--- src/rtl/counter_pkg.sv ---
// counter_pkg
// Shared types for the flex counter chain: channel mode encoding, the
// ping-pong direction bit and the width of one channel's mode field.
// No ports; imported by flex_counter_chan and flex_counter_chain.
package counter_pkg;

  localparam int MODE_W = 2;

  typedef enum logic [1:0] {
    CM_UP       = 2'b00,
    CM_DOWN     = 2'b01,
    CM_PINGPONG = 2'b10,
    CM_HOLD     = 2'b11
  } cnt_mode_e;

  typedef enum logic {
    DIR_UP   = 1'b0,
    DIR_DOWN = 1'b1
  } cnt_dir_e;

endpackage

--- src/rtl/flex_counter_chan.sv ---
// flex_counter_chan
// One channel of the cascaded counter. Owns the count register and the
// ping-pong direction register; produces a combinational carry for the next
// channel and the terminal-match of the next-state value for the flag regs.
//
// Ports:
//   clk, n_rst  clock, asynchronous active-low reset
//   en          advance this channel this cycle (count_enable or lower carry)
//   clear       synchronous reload of the start value, dominates en
//   lo, hi      lower / upper bound
//   step        increment magnitude, 0 behaves as 1 (assumes STEP_W <= SIZE)
//   mode        cnt_mode_e encoding
//   cnt         registered count
//   carry       combinational carry out (never set during clear)
//   term_next   next count equals the terminal value of the next mode/dir
module flex_counter_chan
  import counter_pkg::*;
#(
  parameter int SIZE   = 8,
  parameter int STEP_W = 4
) (
  input  logic              clk,
  input  logic              n_rst,
  input  logic              en,
  input  logic              clear,
  input  logic [SIZE-1:0]   lo,
  input  logic [SIZE-1:0]   hi,
  input  logic [STEP_W-1:0] step,
  input  logic [MODE_W-1:0] mode,
  output logic [SIZE-1:0]   cnt,
  output logic              carry,
  output logic              term_next
);

  localparam int XW = SIZE + 1;

  logic [SIZE-1:0] cnt_q, cnt_d;
  cnt_dir_e        dir_q, dir_d;
  cnt_mode_e       mode_e;

  // Bound arithmetic is widened by one bit so cnt + step never wraps.
  logic [SIZE-1:0] s_n;
  logic [XW-1:0]   cnt_x, lo_x, hi_x, s_x, cnt_plus_s, lo_plus_s;
  logic [SIZE-1:0] cnt_minus_s, hi_minus_s;

  assign mode_e = cnt_mode_e'(mode);

  always_comb begin
    s_n         = (step == '0) ? SIZE'(1) : SIZE'(step);
    s_x         = {1'b0, s_n};
    cnt_x       = {1'b0, cnt_q};
    lo_x        = {1'b0, lo};
    hi_x        = {1'b0, hi};
    cnt_plus_s  = cnt_x + s_x;
    lo_plus_s   = lo_x + s_x;
    // Only used where the guards below prove no underflow.
    cnt_minus_s = cnt_q - s_n;
    hi_minus_s  = hi - s_n;
  end

  always_comb begin
    cnt_d     = cnt_q;
    dir_d     = dir_q;
    carry     = 1'b0;
    term_next = 1'b0;

    if (clear) begin
      case (mode_e)
        CM_UP, CM_PINGPONG: cnt_d = lo;
        CM_DOWN:            cnt_d = hi;
        default:            cnt_d = cnt_q;
      endcase
      dir_d = DIR_UP;
    end else begin
      // Leaving ping-pong resets the sweep direction.
      if (mode_e != CM_PINGPONG) dir_d = DIR_UP;

      if (en) begin
        if (mode_e == CM_HOLD) begin
          carry = 1'b1;  // transparent: higher channels keep counting
        end else if (lo >= hi) begin
          // Degenerate or illegal window: park on lo, carry every enable.
          cnt_d = lo;
          carry = 1'b1;
          dir_d = DIR_UP;
        end else begin
          case (mode_e)
            CM_UP: begin
              if (cnt_x >= hi_x || cnt_plus_s > hi_x) begin
                cnt_d = lo;
                carry = 1'b1;
              end else begin
                cnt_d = cnt_plus_s[SIZE-1:0];
              end
            end
            CM_DOWN: begin
              if (cnt_x <= lo_x || cnt_x < lo_plus_s) begin
                cnt_d = hi;
                carry = 1'b1;
              end else begin
                cnt_d = cnt_minus_s;
              end
            end
            CM_PINGPONG: begin
              if (dir_q == DIR_UP) begin
                if (cnt_x >= hi_x) begin
                  dir_d = DIR_DOWN;
                  cnt_d = (hi_x < lo_plus_s) ? lo : hi_minus_s;
                end else begin
                  cnt_d = (cnt_plus_s > hi_x) ? hi : cnt_plus_s[SIZE-1:0];
                end
              end else begin
                if (cnt_x <= lo_x) begin
                  // Turning at the bottom completes one full sweep.
                  dir_d = DIR_UP;
                  carry = 1'b1;
                  cnt_d = (lo_plus_s > hi_x) ? hi : lo_plus_s[SIZE-1:0];
                end else begin
                  cnt_d = (cnt_x < lo_plus_s) ? lo : cnt_minus_s;
                end
              end
            end
            default: ;
          endcase
        end
      end
    end

    case (mode_e)
      CM_UP:       term_next = (cnt_d == hi);
      CM_DOWN:     term_next = (cnt_d == lo);
      CM_PINGPONG: term_next = (dir_d == DIR_UP) ? (cnt_d == hi) : (cnt_d == lo);
      default:     term_next = (cnt_d == cnt_q);
    endcase
  end

  always_ff @(posedge clk or negedge n_rst) begin
    if (!n_rst) begin
      cnt_q <= '0;
      dir_q <= DIR_UP;
    end else begin
      cnt_q <= cnt_d;
      dir_q <= dir_d;
    end
  end

  assign cnt = cnt_q;

endmodule

--- src/rtl/flex_counter_chain.sv ---
// flex_counter_chain
// NUM_CH cascaded counters for raster/window address generation. Channel 0
// advances on count_enable, channel k on the carry of channel k-1; the whole
// carry chain settles within one cycle.
//
// Ports:
//   clk, n_rst    clock, asynchronous active-low reset
//   clear         synchronous reload of all channels, dominates count_enable
//   count_enable  advance channel 0
//   lo_val/hi_val per-channel bounds, channel k at [k*SIZE +: SIZE]
//   step          per-channel step, channel k at [k*STEP_W +: STEP_W]
//   mode          per-channel mode, channel k at [k*2 +: 2]
//   count_out     registered counts
//   wrap_flag     registered pulse: channel k carried on the last update
//   term_flag     registered level: channel k sits on its terminal value
//   done_flag     registered pulse: carry out of the last channel
module flex_counter_chain
  import counter_pkg::*;
#(
  parameter int SIZE   = 8,
  parameter int NUM_CH = 2,
  parameter int STEP_W = 4
) (
  input  logic                     clk,
  input  logic                     n_rst,
  input  logic                     clear,
  input  logic                     count_enable,
  input  logic [NUM_CH*SIZE-1:0]   lo_val,
  input  logic [NUM_CH*SIZE-1:0]   hi_val,
  input  logic [NUM_CH*STEP_W-1:0] step,
  input  logic [NUM_CH*MODE_W-1:0] mode,
  output logic [NUM_CH*SIZE-1:0]   count_out,
  output logic [NUM_CH-1:0]        wrap_flag,
  output logic [NUM_CH-1:0]        term_flag,
  output logic                     done_flag
);

  logic [NUM_CH-1:0] en, carry, term_next;
  logic [NUM_CH-1:0] wrap_q, wrap_d, term_q, term_d;
  logic              done_q, done_d;

  for (genvar g = 0; g < NUM_CH; g++) begin : g_ch
    if (g == 0) begin : g_first
      assign en[g] = count_enable;
    end else begin : g_rest
      assign en[g] = carry[g-1];
    end

    flex_counter_chan #(
      .SIZE   (SIZE),
      .STEP_W (STEP_W)
    ) u_chan (
      .clk       (clk),
      .n_rst     (n_rst),
      .en        (en[g]),
      .clear     (clear),
      .lo        (lo_val[g*SIZE +: SIZE]),
      .hi        (hi_val[g*SIZE +: SIZE]),
      .step      (step[g*STEP_W +: STEP_W]),
      .mode      (mode[g*MODE_W +: MODE_W]),
      .cnt       (count_out[g*SIZE +: SIZE]),
      .carry     (carry[g]),
      .term_next (term_next[g])
    );
  end

  // Flags come from next-state values so they line up with count_out.
  always_comb begin
    wrap_d = clear ? '0 : carry;
    done_d = clear ? 1'b0 : carry[NUM_CH-1];
    term_d = term_next;
  end

  always_ff @(posedge clk or negedge n_rst) begin
    if (!n_rst) begin
      wrap_q <= '0;
      term_q <= '0;
      done_q <= 1'b0;
    end else begin
      wrap_q <= wrap_d;
      term_q <= term_d;
      done_q <= done_d;
    end
  end

  assign wrap_flag = wrap_q;
  assign term_flag = term_q;
  assign done_flag = done_q;

endmodule

--- config.mk ---
export PLATFORM = sky130hd
export DESIGN_NAME = flex_counter_chain
export DESIGN_NICKNAME = d
export VERILOG_FILES = /design/src/rtl/counter_pkg.sv /design/src/rtl/flex_counter_chan.sv /design/src/rtl/flex_counter_chain.sv
export SDC_FILE = /design/constraint.sdc
export NUM_CORES = 1
export LEC_CHECK = 0
export CORE_MARGIN = 2
export CORE_UTILIZATION = 40
export DETAILED_ROUTE_END_ITERATION = 7
export GPL_TIMING_DRIVEN = 1
export SETUP_SLACK_MARGIN = 0.05
export SLEW_MARGIN = 20
export SYNTH_ARGS = -nofsm -noshare
export SYNTH_HDL_FRONTEND = slang
export SYNTH_HIERARCHICAL = 1
export SYNTH_SLANG_ARGS = --single-unit
--- constraint.sdc ---
create_clock -name clk -period 6 [get_ports clk]
set_input_delay 1.2 -clock clk [delete_from_list [all_inputs] [get_ports clk]]
set_output_delay 1.2 -clock clk [all_outputs]
set_load 0.02 [all_outputs]
Yosys cells after proc, flatten, opt, wreduce, memory -nomap -nowiden
Cells that the tools add are included.

operators by class
  add/subtract/negate cells = 8
  multiplexer cells = 73
  reductions and logical operators = 10
  $lt $le $gt $ge = 14
  equality and inequality tests = 14

operators with widths
  cell                                                  count
  two-way mux 8 bit                                     26
  equality test 8 bit                                   6
  case mux 8 bit (3 select lines)                       2
  adder 8 x 8 -> 9 bit                                  4
  greater-than comparator 9 x 8 -> 1 bit                4
  < comparator 8 x 9 -> 1 bit                           4
  two-way mux 1 bit                                     36
  >= comparator 8 bit                                   4
  case mux 8 bit (2 select lines)                       2
  subtractor 8 bit                                      4
  less-or-equal comparator 8 bit                        2
  case mux 1 bit (3 select lines)                       4
  equality test 2 bit (second input constant)           4
  logical NOT 4 bit                                     2
  two-way mux 4 bit                                     2
  equality test 2 x 1 -> 1 bit (second input constant)  2
  logical NOT 2 bit                                     2
  logical OR 1 bit                                      4
  inequality test 2 bit (second input constant)         2
  OR reduction 2 bit                                    2
  two-way mux 2 bit                                     1

storage, ports and cells
  flip-flop bits (word level) = 23
  logic and storage cells = 126
  output and inout bits = 21

Longest topological paths before layout
  word-level depth = 16
  gate-level depth with buffers = 30

Modules after synthesis
The synthesis kept the hierarchy.

modules (own cells, without submodules)
  module                              instances  cells an instance  area each (um^2)
  flex_counter_chan (g_ch[1].u_chan)  1          598                4,418.0
  flex_counter_chan (g_ch[0].u_chan)  1          590                4,339.2
  flex_counter_chain                  1          7                  120.1

Worst setup path before layout
OpenSTA, ideal clock, no wires.

  path kind = input to register
  from = input port step[1]
  to = register term_q[1] (netlist: term_flag[1])
  arrival time = 6,380 ps
  library setup time = 126 ps
  slack = -507 ps
  buffers on the path = 2
  stages on the path = 30
  cells stage by stage = inv_1 > a31o_2 > ha_1 > or3b_2 > a31oi_1 > o21ai_0 > xnor2_1 > ha_1 > nand4_1 > o32ai_1 > o21a_1 > clkbuf_8 > or3_4 > buf_6 > nor2_1 > a21oi_1 > nor2_1 > o21ai_0 > and3b_1 > inv_1 > a21oi_1 > nor3_1 > a21oi_1 > o41ai_4 > and2_1 > a221o_1 > o31a_1 > and4_1 > and4b_1 > o32a_1

on the way
  longest elaborated chain between the ends = 16
  elaborated cells between the ends (all ways) = 24

RTL lines
  item                                                                                          line                                                                          text
  start: declaration                                                                            flex_counter_chain.sv:30                                                      input logic [NUM_CH*STEP_W-1:0] step,
  logical NOT 4 bit                                                                             flex_counter_chan.sv:49                                                       s_n = (step == '0) ? SIZE'(1) : SIZE'(step);
  two-way mux 4 bit (*)                                                                         flex_counter_chan.sv:49
  adder 8 x 8 -> 9 bit, on equally long branches                                                flex_counter_chan.sv:55, flex_counter_chan.sv:54
  < comparator 8 x 9 -> 1 bit / greater-than comparator 9 x 8 -> 1 bit (equally long branches)  flex_counter_chan.sv:97, flex_counter_chan.sv:89
  logical OR 1 bit, on equally long branches                                                    flex_counter_chan.sv:97, flex_counter_chan.sv:89
  two-way mux 1 bit, on equally long branches                                                   flex_counter_chan.sv:97, flex_counter_chan.sv:89
  case mux 1 bit (3 select lines) (*)                                                           flex_counter_chan.sv:87                                                       case (mode_e)
  two-way mux 1 bit (*)                                                                         flex_counter_chan.sv:81                                                       end else if (lo >= hi) begin
  (+2 left out)                                                                                 -
  two-way mux 1 bit (*)                                                                         flex_counter_chan.sv:67                                                       if (clear) begin
  via carry[0]                                                                                  flex_counter_chain.sv:38                                                      logic [NUM_CH-1:0] en, carry, term_next;
  two-way mux 8 bit                                                                             flex_counter_chan.sv:78                                                       if (en) begin
  two-way mux 8 bit                                                                             flex_counter_chan.sv:67
  equality test 8 bit, on equally long branches                                                 flex_counter_chan.sv:130, flex_counter_chan.sv:132, flex_counter_chan.sv:131
  two-way mux 1 bit                                                                             flex_counter_chan.sv:132                                                      CM_PINGPONG: term_next = (dir_d == DIR_UP) ? (cnt_d == hi) : (cnt_d == lo);
  case mux 1 bit (3 select lines) (*)                                                           flex_counter_chan.sv:129                                                      case (mode_e)
  via term_d[1]                                                                                 flex_counter_chain.sv:39                                                      logic [NUM_CH-1:0] wrap_q, wrap_d, term_q, term_d;
  end signal: assignment                                                                        flex_counter_chain.sv:81                                                      term_q <= term_d;
  end: declaration                                                                              flex_counter_chain.sv:39

Mark *: on every way through the listed nets, which the timed path passes. The rest lies on a longest branch.

Final worst setup path
  from = input port step[2]
  to = register term_q[1] (netlist: term_flag[1])

on the way
  longest elaborated chain between the ends = 16
  elaborated cells between the ends (all ways) = 24

RTL lines
  item                                                                                          line                                                                          text
  logical NOT 4 bit                                                                             flex_counter_chan.sv:49
  two-way mux 4 bit (*)                                                                         flex_counter_chan.sv:49
  adder 8 x 8 -> 9 bit, on equally long branches                                                flex_counter_chan.sv:55, flex_counter_chan.sv:54
  < comparator 8 x 9 -> 1 bit / greater-than comparator 9 x 8 -> 1 bit (equally long branches)  flex_counter_chan.sv:97, flex_counter_chan.sv:89
  logical OR 1 bit, on equally long branches                                                    flex_counter_chan.sv:97, flex_counter_chan.sv:89
  two-way mux 1 bit, on equally long branches                                                   flex_counter_chan.sv:97, flex_counter_chan.sv:89
  case mux 1 bit (3 select lines) (*)                                                           flex_counter_chan.sv:87
  two-way mux 1 bit (*)                                                                         flex_counter_chan.sv:81
  (+3 left out)                                                                                 -
  via carry[0]                                                                                  flex_counter_chain.sv:38
  two-way mux 8 bit (*)                                                                         flex_counter_chan.sv:78
  two-way mux 8 bit (*)                                                                         flex_counter_chan.sv:67
  via g_ch[1].u_chan.cnt_d[3]                                                                   flex_counter_chan.sv:37                                                       logic [SIZE-1:0] cnt_q, cnt_d;
  equality test 8 bit, on equally long branches                                                 flex_counter_chan.sv:130, flex_counter_chan.sv:132, flex_counter_chan.sv:131
  two-way mux 1 bit                                                                             flex_counter_chan.sv:132
  case mux 1 bit (3 select lines) (*)                                                           flex_counter_chan.sv:129
  via term_d[1]                                                                                 flex_counter_chain.sv:39

Marked as above.

==> summary.txt <==
Status
  • Status: finished with violations
  • Violated checks: setup timing

Synth
  • Synth top area cells: ha_1, dfrtp_1, a21oi_1, xnor2_1, o21ai_0
  • Synth Flop Type: dfrtp_1
  • Post-synthesis sequential area ratio: 6.20%
  • Post-synthesis register bit count: 22
  • Yosys cell types: 114
  • Net count after synthesis: 1,377
  • Top cell type's share of synthesized area: 17.8%
  • Syn avg cell area: 7.43 um^2
  • Cell area after synthesis: 8880 um^2
  • Ys async rst share: 100%
  • Post-synth top area cell: ha_1
  • Synth warn: 6
  • Synth Instances: 1,195
  • EDFF count, synth: 0

Place
  • Setup WS pre-CTS: -1.02 ns
  • HPWL reported at the end of detailed placement: 37.1 mm
  • Inst Count DP: 1,761
  • Port buffer count: 68
  • Placer Congestion: 1.12
  • Placed Area: 11,700 um^2

Critical path
  • Flop2flop setup slack: 0.52 ns
  • CP Launch Point: step[2]
  • Worst r2r path cells: 27
  • Crit end category: flip-flop
  • Critical Path End: term_flag[1]
  • Crit path max-delay cell type: or3b_4
  • Crit Path Max Fanout: 11
  • CP arrival: 6.28 ns
  • Worst Path Required: 6.15 ns
  • Crit Path Class: in2reg
  • Max incr delay on CP: 0.40 ns
  • Worst r2r src: g_ch[0].u_chan/cnt[2]
  • FF-to-FF End: term_flag[1]
  • Worst Setup Start Kind: input pin

Die
  • Initial Utilization: 40.7%
  • # IOs: 69
  • Chip height: 153 um
  • Die area: 23,400 um^2
  • Core area: 21,800 um^2
  • Number of cell rows: 54
  • Die X-Extent: 153 um

STA
  • Final setup margin: -0.130 ns
  • Final setup viols: 1
  • Fin crit share: 102%
  • Post-Route Skew: 0.00669 ns
  • Setup TNS Final: -0.130 ns
  • RSZ-0062 raised after global routing: yes
  • Slew Viols, Final: 0
  • Slew HR: 19.2%
  • Fmax: 163 MHz
  • Min Tclk post-route: 6.13 ns
  • Worst Tran Pin Value: 1.21 ns
  • Final Hold Vio Count: 0

GRT
  • Total GRT Usage: 38.4%
  • Vias in the first global route: 11,000
  • First-pass GRT wire length: 68.8 mm
  • Grt ovf: 0
  • Initial antenna violation count: 1
  • Largest net degree at the start of global routing: 31

Routing
  • Met1 Wirelength: 21.0 mm
  • DR WL/cell: 25.8 um
  • # DRC: 0
  • DR WL met3: 6.13 mm
  • Drt pass-1 iters: 6
  • Vias: 11,700
  • Starting DRT DRC Count: 1,512
  • WL final: 46.4 mm
  • Antenna viol nets, final: 0
  • Avg Vias per Cell: 6.50
  • Met2 wire len: 17.8 mm
  • Max layer used: met5

Power and ir drop
  • Max VDD drop: 0.000207 V
  • Clock share of power: 5.5%
  • Psw: 1630 uW
  • Sequential Power Share: 7.2%
  • Power Dens Cells: 249 nW/um^2
  • Pleak: 0.00544 uW
  • Power Internal: 1490 uW
  • Comb pwr share: 87.3%
  • Switching share of power: 52.2%

Clock tree
  • CTS buffer count: 3
  • Reg clk slew, reported paths: 0.07 ns
  • CTS Buffer Depth: 2
  • Number of hold buffers added after cts: 0
  • CTS tree: built
  • Clock sink total: 22
  • Maximum level of the CTS H-tree: 1
  • Root Driver: clkbuf_16
  • Clk_lat worst skew: 0.27 ns

Cells and area
  • Layout cell share with drive strength beyond 1: 30.1%
  • Layout area overhead: 41.3%
  • Reg area: 551 um^2
  • Fillers: 2,077
  • Cell Count, Final, Fillers Out: 1,795
  • Post-Layout Inst Area: 12,500 um^2
  • Nets: 1,697
  • Area of the multi-input gates: 8220 um^2

Hold path
  • Worst Hold Class: reg2reg

Job
  • Max Cap Viol: 0
==> kinds of logic (layout without fill, tap and decap cells) <==
| kind of cell | after synthesis | count (layout) | share of synthesized area [%] |
|---|---|---|---|
| AOI/OAI and AO/OA | 446 | 446 | 36.6 |
| xor gates and xnor gates | 54 | 54 | 5.33 |
| adders and majority gates | 134 | 134 | 19.6 |
| buffers and inverters | 138 | 457 | 7.08 |
| DFF | 22 | 22 | 6.20 |
| muxes | 19 | 19 | 2.23 |
| other | 0 | 1 | 0 |
| and+or+nand+nor | 382 | 382 | 23.0 |
==> registers in the layout, summed over array words and instances (netlist names) <==
name / flops
wrap_flag: 1
term_flag: 2
g_ch.u_chan/dir_q: 2
done_flag: 1
g_ch.u_chan/cnt: 16
==> stage by stage <==
step | power [uW] | utilization, % | hold slack [ns]
2_1_floorplan | 1530 | - | 0.753
6_report | 3120 | 57.5 | 0.911
3_5_place_dp | 2640 | 53.7 | 0.848
4_1_cts | 2930 | 56.1 | 0.862
3_3_place_gp | 2640 | 53.7 | 0.824
5_1_grt | 3290 | 57.4 | 0.915
==> cells in the mapped netlist, types with 6 or more instances <==
master	count
nor3_1	53
xnor2_1	43
mux2i_1	13
and4_1	11
nor2_1	61
a21o_1	14
nand4_1	15
o2111ai_1	11
ha_1	126
clkbuf_1	32
dfrtp_1	22
o31a_1	14
buf_4	6
fa_1	8
o31ai_1	8
nand2b_1	11
clkbuf_8	6
buf_2	16
a211o_1	9
and3_1	9
o221ai_1	8
or3_1	9
xor2_1	11
inv_1	70
o21a_1	16
nor4_1	9
nor2b_1	16
buf_1	6
o21ai_0	75
and2_1	10
a41oi_1	7
a31oi_1	19
nand3_1	40
o211ai_1	37
a211oi_1	29
a2111oi_0	9
a21oi_1	88
nand2_1	93
o41ai_1	6
==> area by class of cell <==
type                    instances  area share (%)
diodes                          1          0.0200
flip-flops and latches         22            4.39
repair buffers                382            24.4
inverters                      71            2.16
well taps                     280            2.79
clock buffers                   4           0.708
multi-input cells            1035            65.5
==> how the worst min path moves through the flow <==
stage / slack, ns / cells past startpoint / from / end
4_1_cts: 0.86 / 2 / g_ch[1].u_chan/dir_q / g_ch[1].u_chan/dir_q
2_1_floorplan: 0.75 / 3 / g_ch[0].u_chan/dir_q / g_ch[0].u_chan/cnt[7]
6_report: 0.91 / 2 / g_ch[1].u_chan/dir_q / g_ch[1].u_chan/dir_q
3_3_place_gp: 0.82 / 2 / g_ch[1].u_chan/dir_q / g_ch[1].u_chan/dir_q
3_5_place_dp: 0.85 / 2 / g_ch[1].u_chan/dir_q / g_ch[1].u_chan/dir_q
5_1_grt: 0.91 / 2 / g_ch[1].u_chan/dir_q / g_ch[1].u_chan/dir_q
==> what timing repair did <==
item / 4_1_cts / 5_1_grt
resized for setup: 78 / 44
pin swaps: 45 / 41
setup endpoints to repair: 7 / 2
setup buffers: 19 / 10
==> layer usage <==
metal | track usage (%) | vias up
met5 | 3.73 | -
met1 | 58.7 | 5586
met4 | 9.66 | 4
li1 | - | 5288
met2 | 52.4 | 695
met3 | 9.58 | 93
==> layout by cell type (no fill, tap or decap), types with 7 or more instances in the layout <==
master / Yosys / routed
buf_4: 6 / 307
ha_1: 126 / 118
nand2_1: 93 / 91
a21oi_1: 88 / 81
o21ai_0: 75 / 70
inv_1: 70 / 66
nor2_1: 61 / 59
clkdlybuf4s50_1: 0 / 57
nor3_1: 53 / 51
xnor2_1: 43 / 39
nand3_1: 40 / 38
o211ai_1: 37 / 37
a211oi_1: 29 / 24
dfrtp_1: 22 / 22
a31oi_1: 19 / 17
nor2b_1: 16 / 16
o21a_1: 16 / 16
nand4_1: 15 / 15
a21o_1: 14 / 14
o31a_1: 14 / 14
xor2_1: 11 / 10
o2111ai_1: 11 / 10
a21oi_2: 4 / 10
mux2i_1: 13 / 10
and4_1: 11 / 9
o21ai_1: 5 / 9
and2_1: 10 / 9
and3_1: 9 / 9
a211o_1: 9 / 9
or3_1: 9 / 9
a211oi_2: 4 / 8
nand2b_1: 11 / 8
nor4_1: 9 / 7
a41oi_1: 7 / 7
buf_6: 1 / 7
==> power groups by stage <==
stage / clock network [uW] / logic (uW) / registers, uW
2_1_floorplan: 0 / 1290 / 241
3_3_place_gp: 0 / 2420 / 223
3_5_place_dp: 0 / 2420 / 222
4_1_cts: 174 / 2530 / 222
5_1_grt: 178 / 2890 / 224
6_report: 172 / 2720 / 226
==> critical path, delay by kind of cell <==
family	cells	cell delay, ns
adders and majority gates	2	0.45
buffers and inverters	5	0.51
AOI/OAI and AO/OA	13	2.46
xor gates and xnor gates	1	0.15
and+or+nand+nor	9	1.49
No activity file was read; power rests on OpenSTA's default activity.
==> RTL edit 1, RTL diff (config.mk and constraints unchanged) <==
Add an input register stage for `clear`, `count_enable`, `lo_val`, `hi_val`, `step` and `mode`, cleared by the reset; this delays them by one clock. Comments in the files are not updated.
--- a/src/rtl/flex_counter_chain.sv
+++ b/src/rtl/flex_counter_chain.sv
@@ -37,2 +37,27 @@
 
+  logic clear_q;
+  logic count_enable_q;
+  logic [NUM_CH*SIZE-1:0] lo_val_q;
+  logic [NUM_CH*SIZE-1:0] hi_val_q;
+  logic [NUM_CH*STEP_W-1:0] step_q;
+  logic [NUM_CH*MODE_W-1:0] mode_q;
+
+  always_ff @(posedge clk or negedge n_rst) begin
+    if (!n_rst) begin
+      clear_q        <= '0;
+      count_enable_q <= '0;
+      lo_val_q       <= '0;
+      hi_val_q       <= '0;
+      step_q         <= '0;
+      mode_q         <= '0;
+    end else begin
+      clear_q        <= clear;
+      count_enable_q <= count_enable;
+      lo_val_q       <= lo_val;
+      hi_val_q       <= hi_val;
+      step_q         <= step;
+      mode_q         <= mode;
+    end
+  end
+
   logic [NUM_CH-1:0] en, carry, term_next;
@@ -43,3 +68,3 @@
     if (g == 0) begin : g_first
-      assign en[g] = count_enable;
+      assign en[g] = count_enable_q;
     end else begin : g_rest
@@ -55,7 +80,7 @@
       .en        (en[g]),
-      .clear     (clear),
-      .lo        (lo_val[g*SIZE +: SIZE]),
-      .hi        (hi_val[g*SIZE +: SIZE]),
-      .step      (step[g*STEP_W +: STEP_W]),
-      .mode      (mode[g*MODE_W +: MODE_W]),
+      .clear     (clear_q),
+      .lo        (lo_val_q[g*SIZE +: SIZE]),
+      .hi        (hi_val_q[g*SIZE +: SIZE]),
+      .step      (step_q[g*STEP_W +: STEP_W]),
+      .mode      (mode_q[g*MODE_W +: MODE_W]),
       .cnt       (count_out[g*SIZE +: SIZE]),
@@ -68,4 +93,4 @@
   always_comb begin
-    wrap_d = clear ? '0 : carry;
-    done_d = clear ? 1'b0 : carry[NUM_CH-1];
+    wrap_d = clear_q ? '0 : carry;
+    done_d = clear_q ? 1'b0 : carry[NUM_CH-1];
     term_d = term_next;
Formal check against the unedited RTL: not equivalent (Yosys sat finds a counterexample within 4 cycles, from zero or initial values and one cycle with n_rst low).
==> RTL edit 1 against the original RTL <==
  * Die area up 14%
  * Clock power rose to 3.7 times the old value
  * Setup slack better by 0.51 ns
  * Area after synthesis up 15%
  * Cell area down 6.1%
  * Routed wire length down 2.3%
  * First-iteration DRC count down 30%
  * Utilization down 10 points
  * Total power up 9.6%
  * Sequential cell count up 46
==> RTL edit 1: results <==
set metrics [dict create \
    status "finished clean" \
    crit_arrival_ns 5.91 \
    leakage_uw 0.004985 \
    numCtsBuffers 9 \
    syn_area_per_cell_um2 7.964 \
    cts_resized 0 \
    dp_cells 1667 \
    antenna_found_initial 0 \
    met1_usage 0.4008 \
    synth.distinct_cells 109 \
    place_area_um2 11380 \
    slew_headroom 0.2337 \
    critPathMaxFanout 6 \
    nNetsFinal 1532 \
    drive_gt1_frac 0.1077 \
    pre_cts_slack_ns 0.1631 \
    cp-startpoint "step_q[6]" \
    wl_met2_um 20820 \
    hold-worst-slack_ns 0.8175 \
    peakVddDrop_v 0.0001668 \
    switching_share 0.4900 \
    routabilityCongestion 1.029 \
    max_stage_delay_ns 0.44 \
    ctsHtreeMaxLevel 3 \
    post_cts_buffers 0 \
    grt_max_degree 69 \
    dp_hpwl_um 35010 \
    reg2reg_depth 20 \
    hold_start "clear_q" \
    post-route-min-period_ns 5.624 \
    top_layer_used "met4" \
    drt-met1-wl_um 17220 \
    yosysSeqAreaShare 0.1673 \
    grtUsageTotal 0.3406 \
    clk_latency_ns 0.36 \
    synthTopCellsByArea "dfrtp_1, ha_1, a21oi_1" \
    p_total_uw 3419 \
    ys_top_cells_by_count "ha_1, a21oi_1, nor2_1, inv_1, nand2_1" \
    crit_path_top_delay_cell "dfrtp_1" \
]
[RTL edit 1: cell types whose count changed in the layout (fill, tap and decap cells not counted), sizes merged, moves of 9 or more]
cell / unedited run / this run
buf: 318 / 65
dfrtp: 22 / 68
nor2: 64 / 99
o21ai: 82 / 59
inv: 69 / 83
nand2: 93 / 81
a21oi: 92 / 103
a31oi: 20 / 9
clkdlybuf4s50: 57 / 67
and4: 12 / 3
mux2i: 13 / 22
nor3: 54 / 45
o22ai: 4 / 13
[RTL edit 1: layout make-up]
type,count,area [µm²]
Timing Repair Buffer,132,1159
Tap cell,330,412.9
Clock inverter,6,111.4
Sequential cell,68,1702
Inverter,82,307.8
Multi-Input combinational cell,1057,7858
Fill cell,2548,13260
Clock buffer,10,229.0
[RTL edit 1: logic make-up after synthesis]
kind of cell | synth area share
mux | 0.03125
buf+inv | 0.06447
xor+xnor | 0.04478
flops | 0.1673
simple gates | 0.2112
fa+ha+maj | 0.1708
compound gates | 0.3102
==> RTL edit 2, RTL diff (same flow settings) <==
Without the edit above. `STEP_W` is set to 4 in 2 places; all go to 6.
--- a/src/rtl/flex_counter_chan.sv
+++ b/src/rtl/flex_counter_chan.sv
@@ -19,3 +19,3 @@
   parameter int SIZE   = 8,
-  parameter int STEP_W = 4
+  parameter int STEP_W = 6
 ) (
--- a/src/rtl/flex_counter_chain.sv
+++ b/src/rtl/flex_counter_chain.sv
@@ -21,3 +21,3 @@
   parameter int NUM_CH = 2,
-  parameter int STEP_W = 4
+  parameter int STEP_W = 6
 ) (
Interface: changed (resized step); port bits go from 69 to 73. The function was not compared with the original's and may differ.
==> RTL edit 2 against the original RTL <==
  * The run still ends with negative setup slack left
  * Total power rose by 13%
  * Sequential share of layout area fell by 0.21 points
  * Routed wire length rose by 0.73%
  * Die area rose by 5.0%
  * Cell area rose by 4.9%
  * Setup slack got worse by 0.064 ns
  * Final cell count rose by 6.6%
  * Area after synthesis rose by 5.2%
  * Largest cell class unchanged
  * Sequential cell count did not move
==> RTL edit 2: results <==
set metrics [dict create \
    finalSetupViolCount 1 \
    synth_adder_area_share 0.2075 \
    dp_hpwl_um 37730 \
    antenna_found_initial 0 \
    grt_max_degree 26 \
    fillers 2157 \
    wl_met2_um 18060 \
    drive_gt1_frac 0.2719 \
    hold-worst-slack_ns 0.8629 \
    top_layer_used "met4" \
    syn_area_per_cell_um2 7.254 \
    synth.distinct_cells 95 \
    routabilityCongestion 1.070 \
    met3_usage 0.1177 \
    nNetsFinal 1803 \
    pre_cts_slack_ns -0.8307 \
    status "complete, but fails checks" \
    dp_cells 1884 \
    p_comb_frac 0.878 \
    post_cts_buffers 16 \
    setup_slack_ns -0.1934 \
    cts_resized 62 \
    wl_um 46720 \
    antenna-diode-count 0 \
    yosysSeqAreaShare 0.05897 \
    met1_usage 0.5460 \
    io_buffers 72 \
    synth-compound-area-share 0.3660 \
    cp-startpoint "step[7]" \
    dr.pass1.iters 7 \
    violations "negative setup slack" \
    clockPowerShare 0.057 \
    switching_share 0.5115 \
    grt_pass1_vias 11312 \
]
-- RTL edit 2: changes by cell type after synthesis, moves of 15 or more --
cell / unedited run / this run
nor2_1: 61 / 96
o21ai_0: 75 / 91
ha_1: 126 / 142
a21o_1: 14 / 30
nand2_1: 93 / 72
clkbuf_1: 32 / 47
inv_1: 70 / 85
-- RTL edit 2: metrics by stage --
stage | instance area [µm²] | total power [µW] | util
detailed placement | 12330 | 2961 | 0.5413
global placement | 12330 | 2944 | 0.5413
finish | 13150 | 3538 | 0.5775
CTS | 12710 | 3287 | 0.5578
global route | 13150 | 3734 | 0.5775
floorplan | 9422 | 1739 | -
-- RTL edit 2: final cells by class --
cell class	count	area, µm²	area share
tap	313	391.6	0.02977
multi-input combinational	1111	8736	0.6641
clock inverter	1	30.03	0.002283
inverter	86	322.8	0.02454
timing repair buffer	377	3048	0.2317
sequential	22	550.5	0.04185
clock buffer	3	75.07	0.005707
